==> src/rtl/load_store_unit.sv <==
// load_store_unit: byte-serial load/store engine between a CPU request port
// and an 8-bit data memory. Loads and stores of 1, 2 or 4 bytes are moved
// one byte per cycle; load results are sign/zero-extended per RISC-V func3.
// Optional build macro: LSU_MISALIGN_TRAP_EN rejects misaligned halfword and
// word requests with resp_err instead of completing them byte-serially.
module load_store_unit #(
  parameter int ADDR_W = 8
) (
  input  logic              clk,
  input  logic              rst,
  input  logic              req_valid,
  output logic              req_ready,
  input  logic              req_read,
  input  logic [2:0]        req_func3,
  input  logic [ADDR_W-1:0] req_addr,
  input  logic [31:0]       req_wdata,
  output logic              resp_valid,
  output logic [31:0]       resp_rdata,
  output logic              resp_err,
  output logic [ADDR_W-1:0] mem_addr,
  output logic              mem_re,
  output logic              mem_we,
  output logic [7:0]        mem_wdata,
  input  logic [7:0]        mem_rdata
);

  typedef enum logic [1:0] {
    IDLE,
    XFER,
    RESP
  } state_t;

  state_t            state;
  logic              read_q;
  logic [2:0]        func3_q;
  logic [ADDR_W-1:0] addr_q;
  logic [31:0]       wdata_q;
  logic [1:0]        cnt;
  logic [31:0]       result;

  logic [31:0]       merged;
  logic              req_reject;
  logic              misalign;

  // Index of the final byte of a transfer (N-1) for a given width code.
  function automatic logic [1:0] last_idx(input logic [2:0] f3);
    case (f3[1:0])
      2'b00:   last_idx = 2'd0;
      2'b01:   last_idx = 2'd1;
      default: last_idx = 2'd3;
    endcase
  endfunction

  // Sign/zero extension of assembled load data.
  function automatic logic [31:0] extend(input logic [2:0] f3, input logic [31:0] d);
    case (f3)
      3'b000:  extend = {{24{d[7]}}, d[7:0]};
      3'b001:  extend = {{16{d[15]}}, d[15:0]};
      3'b010:  extend = d;
      3'b100:  extend = {24'd0, d[7:0]};
      3'b101:  extend = {16'd0, d[15:0]};
      default: extend = '0;
    endcase
  endfunction

  // Request legality: unsupported width codes and, optionally, misalignment.
  always_comb begin
    misalign = 1'b0;
`ifdef LSU_MISALIGN_TRAP_EN
    if (req_func3[1:0] == 2'b01)
      misalign = req_addr[0];
    else if (req_func3[1:0] == 2'b10)
      misalign = (req_addr[1:0] != 2'b00);
`endif
    if (req_read)
      req_reject = !(req_func3 inside {3'b000, 3'b001, 3'b010, 3'b100, 3'b101});
    else
      req_reject = !(req_func3 inside {3'b000, 3'b001, 3'b010});
    req_reject = req_reject | misalign;
  end

  // Load result with the byte arriving this cycle merged in, so the final
  // byte can be extended straight into the registered response.
  always_comb begin
    merged = result;
    if (read_q)
      merged[{cnt, 3'b000} +: 8] = mem_rdata;
  end

  // Memory strobes and ready are decoded from registered state only.
  always_comb begin
    req_ready = (state == IDLE) && !rst;
    mem_re    = (state == XFER) && read_q;
    mem_we    = (state == XFER) && !read_q;
    mem_addr  = '0;
    mem_wdata = '0;
    if (state == XFER) begin
      mem_addr  = addr_q + ADDR_W'(cnt);
      mem_wdata = wdata_q[{cnt, 3'b000} +: 8];
    end
  end

  // Main FSM with registered response outputs.
  always_ff @(posedge clk or posedge rst) begin
    if (rst) begin
      state      <= IDLE;
      read_q     <= 1'b0;
      func3_q    <= '0;
      addr_q     <= '0;
      wdata_q    <= '0;
      cnt        <= '0;
      result     <= '0;
      resp_valid <= 1'b0;
      resp_err   <= 1'b0;
      resp_rdata <= '0;
    end else begin
      case (state)
        IDLE: begin
          if (req_valid) begin
            read_q  <= req_read;
            func3_q <= req_func3;
            addr_q  <= req_addr;
            wdata_q <= req_wdata;
            cnt     <= '0;
            result  <= '0;
            if (req_reject) begin
              state      <= RESP;
              resp_valid <= 1'b1;
              resp_err   <= 1'b1;
              resp_rdata <= '0;
            end else begin
              state <= XFER;
            end
          end
        end
        XFER: begin
          if (read_q)
            result <= merged;
          cnt <= cnt + 2'd1;
          if (cnt == last_idx(func3_q)) begin
            state      <= RESP;
            resp_valid <= 1'b1;
            resp_err   <= 1'b0;
            resp_rdata <= read_q ? extend(func3_q, merged) : '0;
          end
        end
        RESP: begin
          state      <= IDLE;
          resp_valid <= 1'b0;
          resp_err   <= 1'b0;
          resp_rdata <= '0;
        end
        default: begin
          state      <= IDLE;
          resp_valid <= 1'b0;
          resp_err   <= 1'b0;
          resp_rdata <= '0;
        end
      endcase
    end
  end

endmodule

==> config.mk <==
export PLATFORM = sky130hd
export DESIGN_NAME = load_store_unit
export DESIGN_NICKNAME = d
export VERILOG_FILES = /design/src/rtl/load_store_unit.sv
export SDC_FILE = /design/constraint.sdc
export NUM_CORES = 1
export LEC_CHECK = 0
export CORE_ASPECT_RATIO = 0.8
export CORE_UTILIZATION = 23
export DETAILED_ROUTE_END_ITERATION = 8
export PLACE_DENSITY_LB_ADDON = 0.08
export SLEW_MARGIN = 10
export SYNTH_ARGS = -nofsm -noshare
export SYNTH_HDL_FRONTEND = slang
export SYNTH_SLANG_ARGS = --single-unit
==> constraint.sdc <==
create_clock -name clk -period 6.31 [get_ports clk]
set_clock_uncertainty 0.2 [all_clocks]
set_input_delay 0.631 -clock clk [delete_from_list [all_inputs] [get_ports clk]]
set_output_delay 0.631 -clock clk [all_outputs]
set_load 0.01 [all_outputs]
==> After elaboration in Yosys (flattened, before gate mapping) <==
Cells that the tools add are included.
{ "word_totals": {"register_bits": 114, "input_bits": 55, "output_inout_bits": 53, "word_cells": 77} }
{ "classes": {"n_addsub": 3, "eq_ne": 15, "shifts": 3, "mux": 27, "n_reduce_logical": 19} }
{ "ops": {"columns": ["op", "count"], "rows": [
  ["two-way mux 32 bit", 6],
  ["one-hot mux 32 bit (5 select lines)", 1],
  ["one-hot mux 32 bit (2 select lines)", 2],
  ["bitwise mux 32 bit", 1],
  ["variable shift 8 x 7 -> 32 bit, first input constant", 1],
  ["variable part select 32 x 6 -> 8 bit", 1],
  ["variable part select 8 x 7 -> 32 bit", 1],
  ["two-way mux 8 bit", 2],
  ["== test 3 bit, second input constant", 4],
  ["one-hot mux 2 bit (2 select lines)", 3],
  ["two-way mux 2 bit", 5],
  ["adder 8 x 2 -> 8 bit", 1],
  ["negator 5 -> 7 bit", 1],
  ["== test 3 x 1 -> 1 bit, second input constant", 2],
  ["== test 3 x 2 -> 1 bit, second input constant", 2],
  ["logical NOT 3 bit", 2],
  ["inequality test 2 bit, second input constant", 3],
  ["AND reduction 2 bit", 3],
  ["AND reduction 3 bit", 2],
  ["two-way mux 1 bit", 5],
  ["nonzero test 5 bit", 1],
  ["== test 2 x 1 -> 1 bit, second input constant", 2],
  ["logical NOT 1 bit", 4],
  ["logical NOT 2 bit", 2],
  ["7 further kinds", 10]
]} }

==> Logic depth before layout (Yosys ltp) <==
Gate-level depths: netlist (run 1).
{ "logic_depth": {"word_depth": 7, "mapped_depth": 10, "mapped_depth_nobuf": 7} }

==> Least setup slack after synthesis (run 1) <==
No wires, ideal clock.
{ "synth_timing": {"kind": "register to register", "startpoint": "register cnt[0]", "endpoint": "register resp_rdata[23]", "t_arrival_ps": 2217, "path_slack_ps": 3759, "path_stages_with_launch": 11, "n_path_buf": 3, "synth_period_minus_slack_ps": 2551, "cell_sequence": "dfrtp_1 buf_6 buf_4 inv_1 ha_1 and4b_1 a22oi_1 mux2i_1 nand3_2 buf_4 o211ai_1"} }
{ "synth_via": {"elab_chain_cells": 7, "word_cells_on_any_way": 11} }
{ "synth_rtl": {"columns": ["element", "line", "text"], "rows": [
  ["start: declaration", "38", "logic [1:0] cnt;"],
  ["start signal: assignment", "139", "cnt <= cnt + 2'd1;"],
  ["negator 5 -> 7 bit", "87", "merged[{cnt, 3'b000} +: 8] = mem_rdata;"],
  ["variable part select 8 x 7 -> 32 bit or variable shift 8 x 7 -> 32 bit (tied branches)", "87", null],
  ["bitwise mux 32 bit", "87", null],
  ["one-hot mux 32 bit (5 select lines)", "56", "case (f3)"],
  ["two-way mux 32 bit", "144", "resp_rdata <= read_q ? extend(func3_q, merged) : '0;"],
  ["two-way mux 32 bit", "140", "if (cnt == last_idx(func3_q)) begin"],
  ["one-hot mux 32 bit (2 select lines)", "117", "case (state)"],
  ["end signal: assignment", "144", null],
  ["end: declaration", "18", "output logic [31:0] resp_rdata,"]
]} }
Several ways; a longest one is shown, not always the timed one. The select of a mux whose other input is x is not followed.
A chain may end at the register's enable or synchronous reset.

==> Worst setup path in the final report (run 1) <==
{ "layout_timing": {"startpoint": "register cnt[0]", "endpoint": "output mem_addr[5]"} }
{ "layout_via": {"elab_chain_cells": 2} }
{ "layout_rtl": {"columns": ["element", "line", "text"], "rows": [
  ["adder 8 x 2 -> 8 bit", "98", "mem_addr = addr_q + ADDR_W'(cnt);"],
  ["two-way mux 8 bit", "97", "if (state == XFER) begin"],
  ["end: declaration", "20", "output logic [ADDR_W-1:0] mem_addr,"]
]} }
No other way between the ends.

==> impl_results.md, run 1 <==
- Actual slew at the worst max-slew pin: 1.039 ns
- Initial antenna violation count: 0
- Worst-path clk slew: 0.05 ns
- CP delay by family, top: flip-flops
- Nets: 726
- I/O Buffers: 107
- Internal: 2010 µW
- Clock sink count: 114
- HP Class: reg -> reg
- Async S/R FF share, synth: 100.0%
- CP max stage delay: 1.02 ns
- Combinational power share: 29.3%
- Status: finished clean
- H-tree Lvls: 4
- Die ar.: 24170 µm²
- Clk network pwr share: 35.8%
- Avg Inst Size Synth: 9.653 µm²
- Via count: 4390
- Final Hold Vio Count: 0
- Initial Utilization: 23.74%
- CP max-delay cell: dfrtp_1
- Yosys reg bits: 114
- Iteration-0 DRC Markers: 226
- Die Y: 139.2 µm
- Core box area: 22810 µm²
- Unrepaired setup endpoints after global routing: false
- Clock root buffer: clkbuf_16
- Pin count of the biggest net entering global routing: 61
- I/O pin total: 108
- Critical path buffer and inverter count: 1
- Ys Warns: 0
- Pleak: 0.003283 µW
- Critical Path, Cell by Cell: ha_1 -> a21o_1 -> nand2_1 -> or3_1 -> a21oi_1 -> clkdlybuf4s50_1
- Worst vdd ir: 0.2025 mV
- Area grow syn2layout: 37.25%
- Ratio of cells with drive above 1 in the final layout: 9.911%
- DRT Pass-1 Iters: 4
- First-pass GRT wire length: 26970 µm
- HPWL after detailed placement: 11170 µm
- Most frequent cells in the layout: nand2_1, dfrtp_1, clkdlybuf4s50_1
- Antenna viol nets, final: 0
- CTS tree: built
- GP Congestion: 0.7586
- Post-CTS sizing: 0
- Row count: 49
- Placed insts: 950
- PwrDens: 412.0 nW/µm²
- Critical path startpoint category: register
- Total GRT Usage: 14.49%
- Final Cycle Share: 61.50%
- TritonCTS buffer count: 17
- Crit-path max FO: 20
- Post-synth top flop: dfrtp_1
- Period minus WS final: 3.881 ns
- Setup_tns: 0 ns
- Synthesized Nets: 624
- Vias/cell: 4.470
- Grt ovf: 0
- DRC Markers: 0
- Critical path type: reg -> out
- Sequential share of the synthesized area: 52.68%
- CP required: 5.48 ns
- Crit. End Element: output pin
- Layout Cells excl Fill: 982
- Mapped Cells: 561
- Max-cap check violation count: 0
- Ant. Diodes: 0
- Filler cells: 2351
- Final WL: 16560 µm
- Most common cell after layout, fill and taps aside: nand2_1
- Slew margin rel.: 30.71%
- Vias in the first global route: 4708
- Setup Viol. Count Final: 0
- Arrival time worst endpoint: 3.05 ns
- Sequential power share: 34.9%
- Post-Syn Area: 5415 µm²
- Net Switching: 1052 µW
- Setup Fix Bufs, Post-CTS: 0
- Number of enable flip-flop cells after synthesis: 0
- Die W: 173.6 µm
- Fmax: 257.7 MHz
- Switching Fraction: 34.37%
- Hold-fix buffers, CTS: 0
- Max Slew Vio Count: 0
- Netlist cell types: 47
- WL/cell: 16.86 µm
- Worst skew pair latency: 0.41 ns
- Clock buffer depth: 2
==> tightest hold or removal path, stage by stage, from the launching register on <==
cell and delay, ns:
dfrtp_1 0.33, nand2_1 0.04, o21ai_0 0.06
==> power groups by stage <==
| stage | clock [µW] | sequential, µW | combinational (µW) |
|---|---|---|---|
| after global routing | 1150 | 1100 | 1010 |
| after floorplan | 0 | 1010 | 650 |
| after CTS | 1120 | 1070 | 917 |
| after detailed placement | 0 | 1080 | 913 |
| after global placement | 0 | 1080 | 902 |
| final | 1100 | 1070 | 898 |
==> state kept, by name (all words and copies together), names as in the netlist <==
signal / flops
resp_rdata: 32
result: 32
wdata_q: 32
addr_q: 8
func3_q: 3
cnt: 2
state: 2
read_q: 1
resp_err: 1
resp_valid: 1
==> final cells by class <==
type | instances | area (µm²) | area share, %
flip-flops and latches | 114 | 2853 | 38.38
clock inverters | 12 | 203.9 | 2.744
inverters | 8 | 32.53 | 0.4377
multi-input cells | 410 | 2385 | 32.09
well taps | 306 | 382.9 | 5.152
repair buffers | 112 | 1109 | 14.92
clock buffers | 20 | 466.7 | 6.279
==> routing by layer <==
metal / share of wire, % / GRT usage [%]
met1: 52 / 20.47
met2: 43 / 21.60
met3: 3.7 / 3.661
met4: 1.5 / 4.471
met5: 0 / 0
==> path summary, 6_finish.rpt <==
path | depth (start not counted) | endpoint | slack (ns) | startpoint
max | 6 | mem_addr[5] | 2.43 | cnt[0]
min | 2 | result[24] | 0.27 | result[24]
max reg2reg | 7 | resp_rdata[28] | 2.68 | cnt[0]
min reg2reg | 2 | result[24] | 0.27 | result[24]
max in group asynchronous | 3 | result[3] | 4.04 | rst
min in group asynchronous | 2 | wdata_q[19] | 0.60 | rst
==> through the flow <==
step / setup slack, ns / cell area [µm²] / utilization [%] / hold slack, ns / total power [µW]
after floorplan: 2.463 / 5415 / - / 0.2403 / 1657
after global placement: 2.757 / 6759 / 29.64 / 0.2536 / 1982
after detailed placement: 2.583 / 6759 / 29.64 / 0.2604 / 1996
after CTS: 2.336 / 7430 / 32.58 / 0.2739 / 3110
after global routing: 2.199 / 7432 / 32.59 / 0.2879 / 3260
final: 2.429 / 7432 / 32.59 / 0.2699 / 3062
==> synth_stat cells (3+ instances only) <==
master,number,share of area [%]
nand2_1,186,13
clkbuf_1,11,0.76
mux4_2,8,3.3
o211ai_2,9,2.1
a22oi_1,4,0.55
nor3_1,5,0.46
ha_1,7,1.6
nor2b_1,27,3.1
dfrtp_1,114,53
buf_4,6,0.83
and2_1,13,1.5
o21ai_0,32,3.0
buf_1,3,0.21
nand3_1,4,0.37
a31oi_1,6,0.69
o211ai_1,7,0.97
inv_1,7,0.49
buf_2,7,0.65
nor2_1,13,0.90
a21o_1,3,0.42
a21oi_1,32,3.0
a22o_1,22,3.6
xor2_1,3,0.49
==> kinds of logic (layout without fill, tap and decap cells) <==
logic type,Yosys count,after routing,share of synthesized area [%]
xor+xnor,5,5,0.8088
mux,11,11,3.905
flops,114,114,52.68
fa+ha+maj,8,8,1.987
buf+inv,37,152,3.419
compound gates,123,123,15.55
simple gates,263,263,21.65
Power figures use the tool's default switching activity.
==> run 2, diff against run 1 <==
- clock period: 6.31 -> 3.5 ns (I/O delays scaled with it)
==> run 2 against run 1 <==
Compared with the run above:
- core utilization hardly changed
- first-iteration DRC count increased by 0.44%
- die area stayed put
- non-clock buffer count is 9 higher
- register-to-register slack got worse by 2.0 ns
- cell area fell by 0.12%
- worst hold slack lost 0.0096 ns
- sequential share of layout area hardly changed
- cell count grew 0.92%
- critical path type unchanged
- clock-buffer cell count is 2 lower
==> impl_results.md, run 2 (synthesis results as in run 1) <==
- Status: finished clean
- R2r worst-path depth: 8
- Tot Pwr: 5297 µW
- Setup Viol. Count Final: 0
- Row count: 49
- Clock root buffer: clkbuf_16
- Max Slew Vio Count: 0
- Dpl ws: 0.7139 ns
- Die ar.: 24170 µm²
- Filler cells: 2348
- CTS tree: built
- Worst-path clk slew: 0.06 ns
- Final Cycle Share: 86.55%
- Critical path startpoint category: register
- Final Instance Area: 7423 µm²
- Setup_tns: 0 ns
- I/O pin total: 108
- Critical Path, Cell by Cell: buf_4 -> ha_1 -> fa_1 -> xnor2_1 -> nor2_1 -> clkdlybuf4s50_1
- Ant. Diodes: 0
- Fin worst setup slack: 0.4708 ns
- Nets: 735
- First-pass GRT wire length: 26210 µm
- Final Util: 32.55%
- Placed Area: 6853 µm²
- Pleak: 0.003284 µW
- Crit-path max FO: 10
- Max-cap check violation count: 0
- Die Y: 139.2 µm
- Most common cell after layout, fill and taps aside: nand2_1
- Setup Fix Bufs, Post-CTS: 0
- Initial Utilization: 23.74%
- Post-CTS sizing: 0
- CP max stage delay: 0.57 ns
- HP Class: in -> reg
- Critical path type: reg -> out
- Hold Path Cell Cnt: 3
- CP required: 2.95 ns
- Die W: 173.6 µm
- Ratio of cells with drive above 1 in the final layout: 10.95%
- Crit. End Element: output pin
- Final Hold Vio Count: 0
- Fmax: 330.1 MHz
- Core box area: 22810 µm²
- TritonCTS buffer count: 17
- Vias in the first global route: 4663
- Hold-fix buffers, CTS: 0
- Clock buffer depth: 2
- Initial antenna violation count: 0
- Largest regs: resp_rdata: 32 flops, result: 32 flops, wdata_q: 32 flops
- H-tree Lvls: 4
- Most frequent cells in the layout: nand2_1, dfrtp_1, clkdlybuf4s50_1
- I/O Buffers: 107
- Area grow syn2layout: 37.08%
- Total GRT Usage: 14.28%
- Worst skew pair latency: 0.42 ns
- Iteration-0 DRC Markers: 227
- Period minus WS final: 3.029 ns
- PwrDens: 713.5 nW/µm²
- Pin count of the biggest net entering global routing: 48
- Final WL: 16430 µm
- DRC Markers: 0
- Antenna viol nets, final: 0
- WL/cell: 16.58 µm
- Worst vdd ir: 0.3810 mV
- Via count: 4413
- Actual slew at the worst max-slew pin: 0.7976 ns
- Unrepaired setup endpoints after global routing: false
- GP Congestion: 0.7892
- Grt ovf: 0
- Arrival time worst endpoint: 2.48 ns
- Multi-input combinational cell area: 2382 µm²
- HPWL after detailed placement: 11500 µm
- DRT Pass-1 Iters: 4
- Slew margin rel.: 46.72%
- Clock sink count: 114
- Register area: 2853 µm²
- CP max-delay cell: clkdlybuf4s50_1
- Vias/cell: 4.453
## run 2: layout make-up
class	count	share of cell area [%]
Multi-Input combinational cell	410	32.09
Clock buffer	18	5.916
Sequential cell	114	38.43
Timing Repair Buffer	121	16.18
Clock inverter	14	1.770
Tap cell	306	5.158
Inverter	8	0.4551
## run 2: report_power, final
part	switching (µW)	leakage [µW]	internal (µW)	total [µW]
Combinational	1020	0.00150	726	1750
Clock	672	0.000270	1000	1670
Sequential	244	0.00151	1630	1870
## run 2: per-layer routing
| metal | up-vias | global-route usage (%) | share of wire [%] | wire (µm) |
|---|---|---|---|---|
| met5 | - | 0 | 0 | 0 |
| met3 | 18 | 3.934 | 4.0 | 658 |
| li1 | 2138 | - | - | - |
| met4 | 0 | 4.937 | 1.4 | 233 |
| met2 | 94 | 20.50 | 43 | 7014 |
| met1 | 2163 | 20.44 | 52 | 8525 |
## run 2: worst max-delay path, delay by kind of cell (launching register included)
family,cells,cell delay (ns)
flip-flops,1,0.37
buffers and inverters,2,0.75
XOR/XNOR,1,0.15
adder cells (fa/ha/maj),2,0.64
AND/OR/NAND/NOR,1,0.15
## run 2: path summary, 6_finish.rpt
check	from	to	slack, ns
worst max-delay path	cnt[0]	mem_addr[2]	0.47
max in group asynchronous	rst	result[26]	1.92
worst min register to register	wdata_q[16]	wdata_q[16]	0.27
min in group asynchronous	rst	wdata_q[25]	0.32
worst min-delay path	req_addr[3]	addr_q[3]	0.26
worst max register to register	cnt[0]	resp_rdata[28]	0.69
## run 2: stage by stage
step | instances | hold slack [ns]
final | 991 | 0.2604
after global routing | 991 | 0.2698
after floorplan | 561 | 0.2403
after CTS | 991 | 0.2443
after detailed placement | 959 | 0.2569
after global placement | 959 | 0.2558
==> run 3, diff against run 2 <==
- HOLD_SLACK_MARGIN: unset -> 0.03
==> results of run 3 <==
No change in the layout: final DEF, timing and power equal those of run 2.
